$ cat config.mk
export PLATFORM = sky130hd
export DESIGN_NAME = branch_resolve_ctrl
export DESIGN_NICKNAME = d
export VERILOG_FILES = /design/src/rtl/cpu_branch_pkg.sv /design/src/rtl/branch_cond_eval.sv /design/src/rtl/branch_resolve_ctrl.sv
export SDC_FILE = /design/constraint.sdc
export NUM_CORES = 1
export LEC_CHECK = 0
export ABC_AREA = 0
export CAP_MARGIN = 10
export CORE_ASPECT_RATIO = 1.75
export CORE_MARGIN = 4
export CORE_UTILIZATION = 50
export DETAILED_ROUTE_END_ITERATION = 16
export PLACE_DENSITY_LB_ADDON = 0.2
export REMOVE_ABC_BUFFERS = 1
export SLEW_MARGIN = 10
export SYNTH_ARGS = -nofsm -noshare
export SYNTH_HDL_FRONTEND = slang
export SYNTH_SLANG_ARGS = --single-unit
export TNS_END_PERCENT = 1
$ cat constraint.sdc
create_clock -name clk -period 4.3 [get_ports clk]
set_clock_uncertainty 0.15 [all_clocks]
set_input_delay 1.075 -clock clk [delete_from_list [all_inputs] [get_ports clk]]
set_output_delay 1.075 -clock clk [all_outputs]
set_load 0.01 [all_outputs]
$ cat src/rtl/cpu_branch_pkg.sv
// Shared branch-resolution definitions: br_type one-hot bit positions and FSM state encoding.
package cpu_branch_pkg;

   localparam int BR_TYPE_W = 6;

   localparam int BR_BEQ  = 0;
   localparam int BR_BNE  = 1;
   localparam int BR_BGEZ = 2;
   localparam int BR_BGTZ = 3;
   localparam int BR_BLEZ = 4;
   localparam int BR_BLTZ = 5;

   typedef enum logic [1:0] {
      ST_IDLE = 2'd0,
      ST_WAIT = 2'd1,
      ST_EVAL = 2'd2,
      ST_RESP = 2'd3
   } br_state_e;

   // Only the two-register compares depend on rt.
   function automatic logic br_needs_rt(input logic [BR_TYPE_W-1:0] t);
      return t[BR_BEQ] | t[BR_BNE];
   endfunction

endpackage

$ cat src/rtl/branch_cond_eval.sv
// Combinational branch condition: one-hot type plus operands -> taken / illegal.
module branch_cond_eval
   import cpu_branch_pkg::*;
#(
   parameter int DATA_W = 32
) (
   input  logic [BR_TYPE_W-1:0] br_type_i,
   input  logic [DATA_W-1:0]    rs_i,
   input  logic [DATA_W-1:0]    rt_i,
   output logic                 taken_o,
   output logic                 illegal_o
);

   logic rs_neg, rs_zero, eq;

   assign rs_neg    = rs_i[DATA_W-1];
   assign rs_zero   = (rs_i == '0);
   assign eq        = (rs_i == rt_i);
   assign illegal_o = !$onehot(br_type_i);

   // Illegal encodings never report taken, even if one matching bit would.
   assign taken_o = ~illegal_o & (
        (br_type_i[BR_BEQ]  &  eq)
      | (br_type_i[BR_BNE]  & ~eq)
      | (br_type_i[BR_BGEZ] & ~rs_neg)
      | (br_type_i[BR_BGTZ] & ~rs_neg & ~rs_zero)
      | (br_type_i[BR_BLEZ] & (rs_neg | rs_zero))
      | (br_type_i[BR_BLTZ] &  rs_neg));

endmodule

$ cat src/rtl/branch_resolve_ctrl.sv
// ID-stage branch resolution sequencer: accept -> wait operands -> evaluate -> handshake result.
// Optional perf counters enabled by defining BRANCH_PERF_EN.
module branch_resolve_ctrl
   import cpu_branch_pkg::*;
#(
   parameter int DATA_W = 32,
   parameter int PC_W   = 32
`ifdef BRANCH_PERF_EN
   ,parameter int CNT_W = 32
`endif
) (
   input  logic                 clk,
   input  logic                 rst_n,
   input  logic                 flush,
   input  logic                 br_valid,
   output logic                 br_ready,
   input  logic [BR_TYPE_W-1:0] br_type,
   input  logic [PC_W-1:0]      br_pc4,
   input  logic [15:0]          br_imm,
   input  logic                 rs_ready,
   input  logic                 rt_ready,
   input  logic [DATA_W-1:0]    rs_val,
   input  logic [DATA_W-1:0]    rt_val,
   output logic                 busy,
   output logic                 res_valid,
   input  logic                 res_ready,
   output logic                 res_taken,
   output logic [PC_W-1:0]      res_target,
   output logic                 res_illegal
`ifdef BRANCH_PERF_EN
   ,output logic [CNT_W-1:0]    perf_br_cnt
   ,output logic [CNT_W-1:0]    perf_taken_cnt
   ,output logic [CNT_W-1:0]    perf_wait_cnt
`endif
);

   br_state_e             state_q, state_d;
   logic [BR_TYPE_W-1:0]  type_q;
   logic [PC_W-1:0]       pc4_q;
   logic [15:0]           imm_q;
   logic [DATA_W-1:0]     rs_q, rt_q;
   logic                  taken_q, illegal_q;
   logic [PC_W-1:0]       target_q, target_d;
   logic                  accept, opnd_go, consume, do_eval;
   logic                  eval_taken, eval_illegal;

   assign accept  = (state_q == ST_IDLE) & br_valid & ~flush;
   assign opnd_go = (state_q == ST_WAIT) & rs_ready & (rt_ready | ~br_needs_rt(type_q));
   assign do_eval = (state_q == ST_EVAL) & ~flush;
   assign consume = (state_q == ST_RESP) & res_ready & ~flush;

   always_comb begin
      state_d = state_q;
      case (state_q)
         ST_IDLE: if (accept)    state_d = ST_WAIT;
         ST_WAIT: if (opnd_go)   state_d = ST_EVAL;
         ST_EVAL:                state_d = ST_RESP;
         ST_RESP: if (res_ready) state_d = ST_IDLE;
         default:                state_d = ST_IDLE;
      endcase
      if (flush) state_d = ST_IDLE;
   end

   always_ff @(posedge clk or negedge rst_n) begin
      if (!rst_n) state_q <= ST_IDLE;
      else        state_q <= state_d;
   end

   always_ff @(posedge clk or negedge rst_n) begin
      if (!rst_n) begin
         type_q <= '0;
         pc4_q  <= '0;
         imm_q  <= '0;
      end else if (accept) begin
         type_q <= br_type;
         pc4_q  <= br_pc4;
         imm_q  <= br_imm;
      end
   end

   always_ff @(posedge clk or negedge rst_n) begin
      if (!rst_n) begin
         rs_q <= '0;
         rt_q <= '0;
      end else if (opnd_go) begin
         rs_q <= rs_val;
         rt_q <= rt_val;
      end
   end

   branch_cond_eval #(.DATA_W(DATA_W)) u_cond (
      .br_type_i (type_q),
      .rs_i      (rs_q),
      .rt_i      (rt_q),
      .taken_o   (eval_taken),
      .illegal_o (eval_illegal)
   );

   // Word offset: sign-extended imm shifted by two, wrapping modulo 2^PC_W.
   assign target_d = pc4_q + {{(PC_W-18){imm_q[15]}}, imm_q, 2'b00};

   always_ff @(posedge clk or negedge rst_n) begin
      if (!rst_n) begin
         taken_q   <= 1'b0;
         illegal_q <= 1'b0;
         target_q  <= '0;
      end else if (do_eval) begin
         taken_q   <= eval_taken;
         illegal_q <= eval_illegal;
         target_q  <= target_d;
      end
   end

   assign br_ready    = (state_q == ST_IDLE);
   assign busy        = (state_q != ST_IDLE);
   assign res_valid   = (state_q == ST_RESP);
   assign res_taken   = taken_q;
   assign res_target  = target_q;
   assign res_illegal = illegal_q;

`ifdef BRANCH_PERF_EN
   logic [CNT_W-1:0] br_cnt_q, taken_cnt_q, wait_cnt_q;

   // A flush in RESP drops the result, so it is not counted as consumed.
   always_ff @(posedge clk or negedge rst_n) begin
      if (!rst_n) begin
         br_cnt_q    <= '0;
         taken_cnt_q <= '0;
         wait_cnt_q  <= '0;
      end else begin
         if (consume)              br_cnt_q    <= br_cnt_q + 1'b1;
         if (consume && taken_q)   taken_cnt_q <= taken_cnt_q + 1'b1;
         if (state_q == ST_WAIT)   wait_cnt_q  <= wait_cnt_q + 1'b1;
      end
   end

   assign perf_br_cnt    = br_cnt_q;
   assign perf_taken_cnt = taken_cnt_q;
   assign perf_wait_cnt  = wait_cnt_q;
`else
   logic unused_consume;
   assign unused_consume = consume;
`endif

endmodule

==> out/metrics.cfg <==
[finish]
final_antenna_diode_count=0
net_count_of_the_finished_layout=1017
post_route_cells_drive_above_1_share_pct=19.6
area_delta_synth_final_pct=29.9
fin_util_pct=66.5

[synthesis]
yosys.area.top_type=sky130_fd_sc_hd__dfrtp_1
synth.lib_cells_used.distinct=62
ys_seq_area_share_pct=48.4
synth-main-ff-cell=sky130_fd_sc_hd__dfrtp_1
dominant_combinational_cell_family_by_area_after_synthesis=multiplexers
ys_async_sr_fraction_pct=100
number_of_instances_in_the_synthesized_netlist=693
yosys.area_share.xor_xnor_pct=5.94
yosysTopAreaCellShare_pct=48.4
adder_and_majority_cell_fraction_of_the_synthesized_area_pct=6.73
synthSimpleGateAreaFrac_pct=9.29
yosys_warnings=0
post_syn_area_um2=7960
synth_top_cells_by_area=sky130_fd_sc_hd__dfrtp_1, sky130_fd_sc_hd__mux2_2, sky130_fd_sc_hd__ha_1
ys_seq_elements=154
syn_area_per_cell_um2=11.5
post_synth_mux_area_share_pct=17.0
synth-edff-count=0
synth_compound_gate_area_share_pct=10.0

[hold_path]
min_path_cells=2
worstHoldStart=res_target[23]$_DFFE_PN0P_
min_delay_path_class=flip-flop to flip-flop
worstHoldEndpoint=res_target[23]$_DFFE_PN0P_

[floorplanning]
fp.dieH_um=175
coreArea_um2=15500
die_area_um2=18100
die_width_um=103
io_pins=162
rows=60
start_util_pct=51.2

[route]
vias_per_cell=5.52
drt_pre_antenna_iters=7
dr.first_iter.drc_count=137
detailroute.via_count=5795
drcViolationCount=0
drtAntennaViolNets=0
routed_wl_um=19100
drt-wirelength-per-cell_um=18.2

[cts]
cts_hold_repair.buffers=0
post-cts-setup-buffers=0
cts_tree=built
clock_path_buffers=2
cts_sinks=154
clock_latency_ns=0.42
cts_inserted_buffers=17
cts-htree-levels=4
post_cts.resized_instances=0
clk_pin_slew_worst_paths_ns=0.06
cts_root_buf=sky130_fd_sc_hd__clkbuf_16

[place]
preCtsSetupSlack_ns=1.21
placement.io_buffers=161
gpl.final_weighted_congestion=0.941
post-dp-hpwl_um=14400

[global_route]
grt-busiest-layer=met2
grt_use_met3_pct=4.91
grt_util_met2_pct=41.4
grt_antenna_before_repair=0
track_usage_pct=21.6
grt.overflow.total=0
first_global_vias=6213
grt_util_met1_pct=21.7
largest_net_degree_at_the_start_of_global_routing=91
grt_pass1_wl_um=30200

[power_and_ir_drop]
pwr_density_cell_nw_per_um2=824
cellLeakagePower_nw=4.41
worst_ir_drop_vdd_uv=423

[timing]
clock.fmax_mhz=332
setup_repair_after_global_routing_missed_its_margin=no
final.min_clock_period_ns=3.01
finalHoldViolCount=0
setup_slack_ns=1.29
slew_violations=0
number_of_setup_violations_in_the_final_report=0
timing.final.crit_share_pct=70.0
timing.slew.headroom_pct=44.7
worst-slew-pin-transition_ns=0.830

[critical_path]
worstReg2RegEnd=res_target[28]$_DFFE_PN0P_
worst-r2r-cell-count=8
worst_ep_arrival_time_ns=3.16
cp-end-kind=flip-flop
timing.critical_path.required_ns=4.45
worstPathMaxFanout=16
r2r-start=imm_q[15]$_DFFE_PN0P_
timing.setup.critical_path_class=flip-flop to flip-flop
cp-start-kind=flip-flop
r2r_slack_ns=1.29

[run_status]
run_status=finished clean

[run]
cap_violations=0

[final cells by class]
class / instances / area (um2)
inverters: 28 / 105
multi-input cells: 484 / 3900
fillers: 1251 / 5200
repair buffers: 166 / 1680
well taps: 186 / 233
clock buffers: 18 / 439
flip-flops and latches: 154 / 3850
clock inverters: 13 / 134
[per-layer routing]
metal / up-vias / wire [um]
met5: - / 0
met4: 0 / 439
met3: 32 / 892
met2: 148 / 10900
met1: 2837 / 6830
li1: 2778 / -
[logic make-up after synthesis]
kind of cell | after synthesis
AO/OA/AOI/OAI | 120
buffers and inverters | 55
adder cells (fa/ha/maj) | 41
XOR/XNOR | 54
flip-flops | 154
multiplexers | 120
AND/OR/NAND/NOR | 149
[placed cells by master, fill, tap and decap left out, types with 2 or more instances in the layout]
cell type and n:
sky130_fd_sc_hd__nand3_1 11, sky130_fd_sc_hd__xnor2_1 44, sky130_fd_sc_hd__ha_1 38, sky130_fd_sc_hd__o31ai_1 6
sky130_fd_sc_hd__nor3_1 6, sky130_fd_sc_hd__nand2b_1 3, sky130_fd_sc_hd__o21a_1 2, sky130_fd_sc_hd__dfrtp_1 154
sky130_fd_sc_hd__clkbuf_16 17, sky130_fd_sc_hd__nor4_1 10, sky130_fd_sc_hd__or2_2 2, sky130_fd_sc_hd__inv_1 28
sky130_fd_sc_hd__inv_6 5, sky130_fd_sc_hd__and3_1 5, sky130_fd_sc_hd__mux2_2 119, sky130_fd_sc_hd__o21bai_1 4
sky130_fd_sc_hd__clkdlybuf4s50_1 160, sky130_fd_sc_hd__o211ai_1 3, sky130_fd_sc_hd__and2_1 2, sky130_fd_sc_hd__nor2b_1 4
sky130_fd_sc_hd__a211oi_1 2, sky130_fd_sc_hd__xor2_1 10, sky130_fd_sc_hd__a21o_1 7, sky130_fd_sc_hd__a21oi_1 31
sky130_fd_sc_hd__clkinvlp_4 5, sky130_fd_sc_hd__fa_1 3, sky130_fd_sc_hd__inv_8 2, sky130_fd_sc_hd__o21ai_1 4
sky130_fd_sc_hd__o21ai_0 36, sky130_fd_sc_hd__nand2_1 58, sky130_fd_sc_hd__nor2_1 25, sky130_fd_sc_hd__a31oi_1 4
sky130_fd_sc_hd__nand4_1 12, sky130_fd_sc_hd__buf_12 2, sky130_fd_sc_hd__buf_4 3
[report_power, final]
group	switching, mW	leakage, nW	internal [mW]	total (mW)
combinational	2.17	2.29	2.17	4.34
clock	0.650	0.266	0.826	1.48
sequential	0.543	1.86	2.16	2.70
[synth_stat cells (all sizes together), types with 2 or more instances]
cell    instances
nand3          11
mux2          119
xor2           10
a211oi          3
and2            2
a21boi          2
fa              3
a31oi           6
inv            28
a21o            7
buf             3
nor2           25
or2             2
xnor2          44
nor4           10
nand4          12
clkbuf         24
nand4b          2
o21bai          4
o31ai           6
ha             38
nor3            6
o211ai          3
dfrtp         154
nand2b          4
o21a            2
o21ai          40
and3            5
nor2b           4
nand2          59
a21oi          33
or3             2
[through the flow]
stage,std cells,setup TNS [ns],hold slack (ns),area [um2],power [mW]
after floorplan,666,-41.48,0.283,7860,5.78
after detailed placement,1018,0,0.315,9770,7.07
after global placement,1018,0,0.298,9770,6.89
final,1049,0,0.328,10300,8.52
after CTS,1049,0,0.331,10300,8.60
after global routing,1049,0,0.357,10300,9.15
[critical path, cell delays in order (launching register included)]
cell and delay (ns):
sky130_fd_sc_hd__dfrtp_1 0.63, sky130_fd_sc_hd__ha_1 0.52, sky130_fd_sc_hd__nand2_1 0.18, sky130_fd_sc_hd__nor2_1 0.14, sky130_fd_sc_hd__nand2_1 0.09, sky130_fd_sc_hd__o41a_1 0.44
sky130_fd_sc_hd__a31oi_2 0.34, sky130_fd_sc_hd__a21oi_1 0.12, sky130_fd_sc_hd__a311o_1 0.28
[worst max-delay path by stage]
stage,startpoint,slack [ns],to,cells after the start
3_3_place_gp,flush,1.28,pc4_q[5]$_DFFE_PN0P_,4
4_1_cts,state_q[0]$_DFFE_PN0P_,1.29,busy,4
3_5_place_dp,flush,1.21,res_target[25]$_DFFE_PN0P_,5
5_1_grt,imm_q[15]$_DFFE_PN0P_,1.04,res_target[27]$_DFFE_PN0P_,8
2_1_floorplan,rt_ready,-0.98,state_q[1]$_DFFE_PN0P_,4
6_report,imm_q[15]$_DFFE_PN0P_,1.29,res_target[28]$_DFFE_PN0P_,8
[sequential cells by signal, indices dropped and copies added (netlist names)]
register and count:
imm_q 16, pc4_q 32, res_illegal 1, res_taken 1
res_target 32, rs_q 32, rt_q 32, state_q 2
type_q 6
Power figures use the tool's default switching activity.
